### config.mk
export PLATFORM = sky130hd
export DESIGN_NAME = spi_adc_frame_receiver
export DESIGN_NICKNAME = d
export VERILOG_FILES = /design/src/rtl/spi_adc_frame_receiver.sv
export SDC_FILE = /design/constraint.sdc
export NUM_CORES = 1
export LEC_CHECK = 0
export BUFFER_PORTS_ARGS = -buffer_cell sky130_fd_sc_hd__buf_2
export CORE_UTILIZATION = 30
export DETAILED_ROUTE_END_ITERATION = 8
export PLACE_DENSITY = 0.55
export SLEW_MARGIN = 0
export SYNTH_ARGS = -nofsm -noshare
export SYNTH_HDL_FRONTEND = slang
export SYNTH_SLANG_ARGS = --single-unit
### constraint.sdc
create_clock -name clock -period 4 [get_ports clock]
set_clock_uncertainty 0.2 [all_clocks]
set_input_delay 0.4 -clock clock [delete_from_list [all_inputs] [get_ports clock]]
set_output_delay 0.4 -clock clock [all_outputs]
set_load 0.005 [all_outputs]
### src/rtl/spi_adc_frame_receiver.sv
// spi_adc_frame_receiver
// SPI master receive engine for serial-output ADC Pmods (PmodALS, ADC081S,
// ADCS7476 class parts). It drives CS and SCK, shifts in FRAME_BITS bits
// MSB-first and presents the field shift[FIELD_LSB +: FIELD_WIDTH] on a
// valid/ready interface. Frames are either one-shot (start) or free-running
// (mode_continuous), separated by at least GAP_CYCLES clocks of CS high.
//
// Optional build macro SPI_ADC_OVERRUN_STATUS_EN adds the overrun and
// overrun_count ports. They flag frames that were overwritten before the
// consumer accepted them. Without the macro such overwrites are silent.
module spi_adc_frame_receiver #(
  parameter int CLK_DIV     = 2,
  parameter int FRAME_BITS  = 16,
  parameter int FIELD_LSB   = 0,
  parameter int FIELD_WIDTH = 16,
  parameter int GAP_CYCLES  = 1024
) (
  input  logic                   clock,
  input  logic                   reset,
  input  logic                   mode_continuous,
  input  logic                   start,
  output logic                   cs,
  output logic                   sck,
  input  logic                   sdo,
  output logic                   busy,
  output logic                   frame_valid,
  input  logic                   frame_ready,
  output logic [FIELD_WIDTH-1:0] frame_data
`ifdef SPI_ADC_OVERRUN_STATUS_EN
  ,
  output logic                   overrun,
  output logic [7:0]             overrun_count
`endif
);

  // One shared counter times the SCK half-periods, the SETUP phase and the gap.
  localparam int CNT_MAX = (CLK_DIV > GAP_CYCLES) ? CLK_DIV : GAP_CYCLES;
  localparam int CNT_W   = $clog2(CNT_MAX + 1);
  localparam int BIT_W   = $clog2(FRAME_BITS + 1);

  localparam logic [CNT_W-1:0] DIV_LAST = CNT_W'(CLK_DIV - 1);
  localparam logic [CNT_W-1:0] GAP_LAST = CNT_W'(GAP_CYCLES - 1);
  localparam logic [BIT_W-1:0] BIT_LAST = BIT_W'(FRAME_BITS - 1);

  typedef enum logic [1:0] {
    IDLE  = 2'd0,
    SETUP = 2'd1,
    SHIFT = 2'd2,
    GAP   = 2'd3
  } state_t;

  state_t                  state;
  logic [CNT_W-1:0]        cnt;
  logic [BIT_W-1:0]        bit_cnt;
  logic [FRAME_BITS-1:0]   shift_reg;
  logic                    frame_done;

  // A frame completes at the end of the high half of the last bit period.
  // That is the same edge on which the FSM enters GAP.
  assign frame_done = (state == SHIFT) && sck && (cnt == DIV_LAST) &&
                      (bit_cnt == BIT_LAST);

  // Frame sequencer: the CS/SCK waveform, the bit shifting and the busy flag.
  always_ff @(posedge clock) begin
    if (reset) begin
      state     <= IDLE;
      cs        <= 1'b1;
      sck       <= 1'b1;
      busy      <= 1'b0;
      cnt       <= '0;
      bit_cnt   <= '0;
      shift_reg <= '0;
    end else begin
      case (state)
        IDLE: begin
          cnt     <= '0;
          bit_cnt <= '0;
          if (mode_continuous || start) begin
            state <= SETUP;
            cs    <= 1'b0;
            busy  <= 1'b1;
          end
        end
        SETUP: begin
          if (cnt == DIV_LAST) begin
            cnt   <= '0;
            sck   <= 1'b0;
            state <= SHIFT;
          end else begin
            cnt <= cnt + 1'b1;
          end
        end
        SHIFT: begin
          if (cnt == DIV_LAST) begin
            cnt <= '0;
            if (!sck) begin
              // Rising SCK edge: the device has held sdo stable for the whole low half.
              sck       <= 1'b1;
              shift_reg <= {shift_reg[FRAME_BITS-2:0], sdo};
            end else if (bit_cnt == BIT_LAST) begin
              state   <= GAP;
              cs      <= 1'b1;
              bit_cnt <= '0;
            end else begin
              sck     <= 1'b0;
              bit_cnt <= bit_cnt + 1'b1;
            end
          end else begin
            cnt <= cnt + 1'b1;
          end
        end
        GAP: begin
          if (cnt == GAP_LAST) begin
            cnt   <= '0;
            state <= IDLE;
            busy  <= 1'b0;
          end else begin
            cnt <= cnt + 1'b1;
          end
        end
        default: begin
          state <= IDLE;
          cs    <= 1'b1;
          sck   <= 1'b1;
          busy  <= 1'b0;
        end
      endcase
    end
  end

  // Output holding register. The newest frame always wins, and acceptance drops valid.
  always_ff @(posedge clock) begin
    if (reset) begin
      frame_valid <= 1'b0;
      frame_data  <= '0;
    end else if (frame_done) begin
      frame_valid <= 1'b1;
      frame_data  <= shift_reg[FIELD_LSB +: FIELD_WIDTH];
    end else if (frame_valid && frame_ready) begin
      frame_valid <= 1'b0;
    end
  end

`ifdef SPI_ADC_OVERRUN_STATUS_EN
  function automatic logic [7:0] sat_inc8(input logic [7:0] v);
    return (v == 8'hFF) ? v : v + 8'd1;
  endfunction

  logic overwrite;
  // A frame is lost only if the previous one is still pending and is not being accepted now.
  assign overwrite = frame_done && frame_valid && !frame_ready;

  // Sticky overrun flag with a saturating count of lost frames.
  always_ff @(posedge clock) begin
    if (reset) begin
      overrun       <= 1'b0;
      overrun_count <= 8'd0;
    end else if (overwrite) begin
      overrun       <= 1'b1;
      overrun_count <= sat_inc8(overrun_count);
    end
  end
`endif

endmodule

==> results.md, run 1 <==
- Number of synthesized flops with an enable pin: 0
- Fin. Hold Viols: 0
- Final min period: approximately 2.3 ns
- CP Capture Type: register
- Routed Antenna Nets: 0
- Status: finished, final reports clean
- R2r setup slk: about 1.7 ns
- Hold depth: 3
- Reg2reg start: state[0]
- Filler instances: roughly 800
- CTS Buffer Depth: 2
- TritonCTS clock tree: done
- Top cell type's share of synthesized area: 0.481
- Final global-route overflow total: 0
- Largest net degree at the start of global routing: 47
- Syn_nets: ~290
- Io pins: 26
- Slew HR: 0.399
- Max cap viols: 0
- Post-synth top flop: dfxtp_1
- Register Area: ~1100 µm²
- Final wirelength: about 4300 µm
- Crit Path Max Fanout: 16
- Number of I/O port buffers: 25
- Worst Max-Slew Pin Slew: 0.896 ns
- Fmax: between 0.4 and 0.5 GHz
- XOR/XNOR Fraction of Synth Area: 0.0351
- Cell internal pwr: roughly 0.81 mW
- Antenna violations before repair: 0
- Final instance area: about 2500 µm²
- First drt pass iteration count: 4
- Post-CTS Setup Bufs: 0
- DRT iter0 DRCs: 38
- DPL Wire Length: approximately 3000 µm
- Ranking of synthesized cells by area: dfxtp_1 48%, nand2_1 13%, a21oi_1 8.2%
- Post-placement setup slack: 1.68 ns
- Fin nets: around 310
- Hold EP: shift_reg[0]
- H-Tree Depth: 2
- Area Growth Syn to Fin: 12.6%
- Async set or reset register ratio after synthesis: 0
- Initial core utilization: 0.310
- RR Endpoint: frame_data[7]
- Post-synthesis sequential area ratio: 0.481
- Crit Path Category: reg2reg
- # setup viols final: 0
- Post-cts resize count: 0
- Final GP Congestion: 0.755
- CTS clock-pin slew for the worst setup and hold paths: 0.10 ns
- DR vias: between 1500 and 2000
- Synth Area in Adders: 0.0445
- R2R cell count: 7
- Cts hold-fix bufs: 0
- RSZ-0062 raised after global routing: false
- Area of the multi-input gates: roughly 1100 µm²
- Critical Path AT: 2.35 ns
- Yosys warnings: 0
- Leading area contributor after synthesis: dfxtp_1
- Leak: 0.878 nW
- DRC: 0
- CORE AREA: just over 7000 µm²
- Multiplexer area fraction after synthesis: 0
- DIE HEIGHT: 88.5 µm
- CP Launch Type: register
- Tot GR Track Use: 0.125
- Power density over cell area: around 460 nW/µm²
- Vias per cell: around 4.6
- Largest family of logic cells by synthesized area: simple AND/OR/NAND/NOR gates
- Combinational share of power: 0.226
- Tcrit/Tclk final: 0.579
- Core Rows: 31
- Global-route wire length before repair: around 7700 µm
- Sw power: between 0.3 and 0.4 mW
- CTS root buffer: clkbuf_8
- Simple-Gate Fraction of Synth Area: 0.264
- Ant. Diodes: 0
- Vias in the first global route: ~1700
- Final Max Tran Viols: 0
- Synthesized cell area: ~2200 µm²
- Post-DP Area: approximately 2400 µm²
- Post-route setup slack: 1.69 ns
- Worst-Skew Late Latency: 0.31 ns
- Synth Register Bits: 54
- Fraction of layout cells with a size suffix above 1: 0.130
- DIE WIDTH: roughly 89 µm
- Seq pwr share: 0.496
- Clock sink count: 54
- Setup TNS: 0 ns
- Switch share: 0.312
- Cts bufs inserted: 5
- Clock Power Share: 0.278
- Worst hold path startpoint: sdo
- Synthesized instance count: 274
- Routed length per instance: around 11 µm
- Post-synthesis compound-gate area fraction: 0.134
- Die area: between 7000 and 8000 µm²
- Peak VDD IR: about 230 µV
- CP required: between 4 and 5 ns
- Syn_area_per_cell: slightly above 8 µm²
- Hold Path Class: in2reg
- Yosys cell types: between 40 and 50
- Critical Path Start: state[0]
==> layout make-up <==
type                    instances  share of cell area
repair buffers                 25              0.0495
multi-input cells             199               0.425
flip-flops and latches         54               0.427
clock buffers                   6              0.0326
well taps                      99              0.0490
clock inverters                 2             0.00643
inverters                       7              0.0104
==> worst max-delay path, cell delays in order, from the launching register on <==
cell     delay, ns
dfxtp_1       0.35
inv_1         0.11
ha_1          0.28
and2_1        0.15
and4_1        0.31
and2_1        0.55
nand2_1       0.15
a21oi_1       0.14
==> Yosys cell counts (2+ instances only) <==
cell	instances
a211oi_1	2
a21oi_1	37
a31oi_1	2
and2_1	3
buf_2	4
buf_4	2
clkbuf_1	7
dfxtp_1	54
ha_1	8
inv_1	7
nand2_1	80
nand2b_1	2
nand3_1	6
nand4_1	4
nor2_1	18
nor2b_1	2
nor3_1	2
o21ai_0	2
or3_1	2
or4_1	2
xnor2_1	4
xor2_1	5
==> layer usage <==
layer	part of all wire	track usage
met5	0	0
met3	0.042	0.0299
met2	0.45	0.206
met4	0.013	0.0440
met1	0.50	0.160
==> per-stage QoR <==
stage	hold slack [ns]	utilization	total power, mW	std cells
6_report	0.141	0.349	1.17	392
4_1_cts	0.135	0.349	1.19	392
3_5_place_dp	0.243	0.335	0.860	384
3_3_place_gp	0.240	0.335	0.860	384
5_1_grt	0.129	0.349	1.25	392
2_1_floorplan	0.232	-	0.795	274
==> power by group through the flow <==
stage                     Sequential [mW]  Combinational [mW]  Clock (mW)
final                               0.583               0.265       0.326
after global routing                0.588               0.300       0.363
after CTS                           0.583               0.266       0.341
after detailed placement            0.596               0.265           0
after global placement              0.595               0.264           0
after floorplan                     0.593               0.203           0
==> cell families after synthesis <==
group                    after synthesis
AO/OA/AOI/OAI                         52
XOR/XNOR                               9
adder cells (fa/ha/maj)                8
buffers and inverters                 21
flip-flops                            54
AND/OR/NAND/NOR                      130
==> worst max path at each step <==
stage                           to  cells after the start  slack, ns
finish               frame_data[7]                      7       1.69
global route         frame_data[7]                      7       1.45
CTS                 frame_data[15]                      7       1.66
detailed placement  frame_data[15]                      7       1.68
global placement     frame_data[7]                      7       1.70
floorplan           frame_data[10]                      9       1.93
==> cells in the final DEF (no fill, tap or decap), types with 2 or more instances in the layout <==
| master | count |
|---|---|
| or4_1 | 2 |
| nand3_1 | 6 |
| nor2b_1 | 2 |
| a211oi_1 | 2 |
| dfxtp_1 | 54 |
| nor2_1 | 18 |
| a31oi_1 | 2 |
| o21ai_0 | 2 |
| buf_2 | 25 |
| nand2b_1 | 2 |
| ha_1 | 8 |
| xnor2_1 | 4 |
| xor2_1 | 5 |
| clkbuf_8 | 6 |
| nand4_1 | 4 |
| nor3_1 | 2 |
| inv_1 | 7 |
| or3_1 | 2 |
| and2_1 | 3 |
| nand2_1 | 80 |
| a21oi_1 | 37 |
No activity file was read; power rests on OpenSTA's default activity.
==> inputs of run 2 (changes only) <==
--- a/config.mk
+++ b/config.mk
@@ -8,7 +8,7 @@
 export BUFFER_PORTS_ARGS = -buffer_cell sky130_fd_sc_hd__buf_2
 export CORE_UTILIZATION = 30
 export DETAILED_ROUTE_END_ITERATION = 8
-export PLACE_DENSITY = 0.55
+export PLACE_DENSITY = 0.56
 export SLEW_MARGIN = 0
 export SYNTH_ARGS = -nofsm -noshare
 export SYNTH_HDL_FRONTEND = slang
==> constraint.sdc (replaced) <==
create_clock -name clock -period 1.9 [get_ports clock]
set_clock_uncertainty 0.2 [all_clocks]
set_input_delay 0.19 -clock clock [delete_from_list [all_inputs] [get_ports clock]]
set_output_delay 0.19 -clock clock [all_outputs]
set_load 0.005 [all_outputs]
==> results.md, run 2 (synthesized netlist as in run 1, its figures left out) <==
- Commonest cells after routing, fill and taps aside: 80 x nand2_1, 46 x dfxtp_1, 37 x a21oi_1
- DRT iter0 DRCs: 54
- Core Util, Final: 0.389
- Final global-route overflow total: 0
- CTS clock-pin slew for the worst setup and hold paths: about 0.10 ns
- Cts bufs inserted: 5
- Hold Path Class: in2reg
- # setup viols final: 0
- Crit Path Category: reg2reg
- Tot GR Track Use: 0.131
- Setup TNS: 0 ns
- DIE HEIGHT: a little under 90 µm
- Leak: between 1 and 1.5 nW
- Io pins: 26
- R2r setup slk: ~0.067 ns
- Area of the multi-input gates: between 1000 and 1500 µm²
- Critical Path AT: between 1.5 and 2 ns
- First drt pass iteration count: 5
- Commonest non-fill, non-tap cell in the layout: nand2_1
- DIE WIDTH: 88.5 µm
- CORE AREA: around 7300 µm²
- Worst hold path startpoint: reset
- Initial core utilization: 0.310
- Vias per cell: between 4 and 5
- DPL Wire Length: ~3200 µm
- Global-route wire length before repair: 7890 µm
- Max cap viols: 0
- Register Area: 1090 µm²
- Filler instances: 791
- Slew HR: 0.736
- Crit Path Max Fanout: 4
- Tcrit/Tclk final: 0.965
- Routed Antenna Nets: 0
- RSZ-0062 raised after global routing: true
- Status: finished, final reports clean
- Number of I/O port buffers: 25
- Vias in the first global route: between 1500 and 2000
- RR Endpoint: bit_cnt[3]
- DR vias: approximately 1900
- Ant. Diodes: 0
- CP required: 1.95 ns
- Final GP Congestion: between 0.8 and 0.9
- Final min period: 1.83 ns
- Reg2reg start: cnt[5]
- R2R cell count: 5
- Fin nets: ~330
- Fraction of layout cells with a size suffix above 1: 0.241
- Largest net degree at the start of global routing: 21
- Clock sink count: 54
- DRC: 0
- Fin. Hold Viols: 0
- Final wirelength: about 4600 µm
- CTS root buffer: clkbuf_8
- Hold EP: bit_cnt[1]
- Area Growth Syn to Fin: 25.6%
- Fmax: approximately 0.55 GHz
- Hold depth: 2
- CTS Buffer Depth: 2
- Die area: between 7000 and 8000 µm²
- Peak VDD IR: about 540 µV
- CP Launch Type: register
- Fin Hold WS: 0.0714 ns
- TritonCTS clock tree: done
- Core Rows: 31
- Final Max Tran Viols: 0
- H-Tree Depth: 2
- Routed length per instance: 11.1 µm
- Power density over cell area: ~940 nW/µm²
- CP Capture Type: register
- Antenna violations before repair: 0
- Worst Max-Slew Pin Slew: 0.396 ns
- Worst-Skew Late Latency: approximately 0.31 ns
[run 2: layout make-up]
type	count	area share
Multi-Input combinational cell	199	0.402
Sequential cell	54	0.387
Timing Repair Buffer	48	0.122
Tap cell	99	0.0439
Clock buffer	6	0.0293
Inverter	7	0.00931
Clock inverter	2	0.00576
[run 2: metrics by stage]
| stage | cell area (µm²) | setup slack (ns) | std cells | power, mW |
|---|---|---|---|---|
| after CTS | 2750 | 0.00283 | 414 | 2.64 |
| final | 2820 | 0.0665 | 415 | 2.65 |
| after floorplan | 2260 | 0.00971 | 274 | 1.70 |
| after global placement | 2630 | 0.0532 | 404 | 1.93 |
| after global routing | 2820 | -0.0259 | 415 | 2.84 |
| after detailed placement | 2630 | -0.0161 | 404 | 1.94 |
[run 2: repair_timing]
item,4_1_cts,5_1_grt
hold buffers,2,0
endpoints found under the setup margin,1,37
buffers inserted,0,1
pin swaps,0,9
gates resized for setup,1,21
hold endpoints to repair,2,0
[run 2: critical path, cell delays in order, from the launching register on]
cell	delay (ns)
dfxtp_4	0.37
nor4_4	0.33
and4_4	0.29
nor2_4	0.04
or4_4	0.40
a31oi_1	0.13
[run 2: worst max-delay path by stage]
stage	slack, ns	start	endpoint
floorplan	0.01	state[0]	frame_data[10]
global placement	0.05	cnt[6]	bit_cnt[3]
detailed placement	-0.02	cnt[6]	bit_cnt[3]
CTS	0.003	cnt[1]	state[0]
global route	-0.03	cnt[5]	bit_cnt[3]
finish	0.07	cnt[5]	bit_cnt[3]
[run 2: routing by layer]
| metal | vias up | track usage | share of wire |
|---|---|---|---|
| li1 | 990 | - | - |
| met1 | 876 | 0.159 | 0.48 |
| met2 | 25 | 0.220 | 0.47 |
| met3 | 5 | 0.0392 | 0.033 |
| met4 | 0 | 0.0484 | 0.014 |
| met5 | - | 0 | 0 |
[run 2: report_power, final]
| part | total, mW | internal (mW) | switching, mW |
|---|---|---|---|
| Sequential | 1.24 | 1.19 | 0.0472 |
| Clock | 0.692 | 0.301 | 0.391 |
| Combinational | 0.724 | 0.340 | 0.384 |
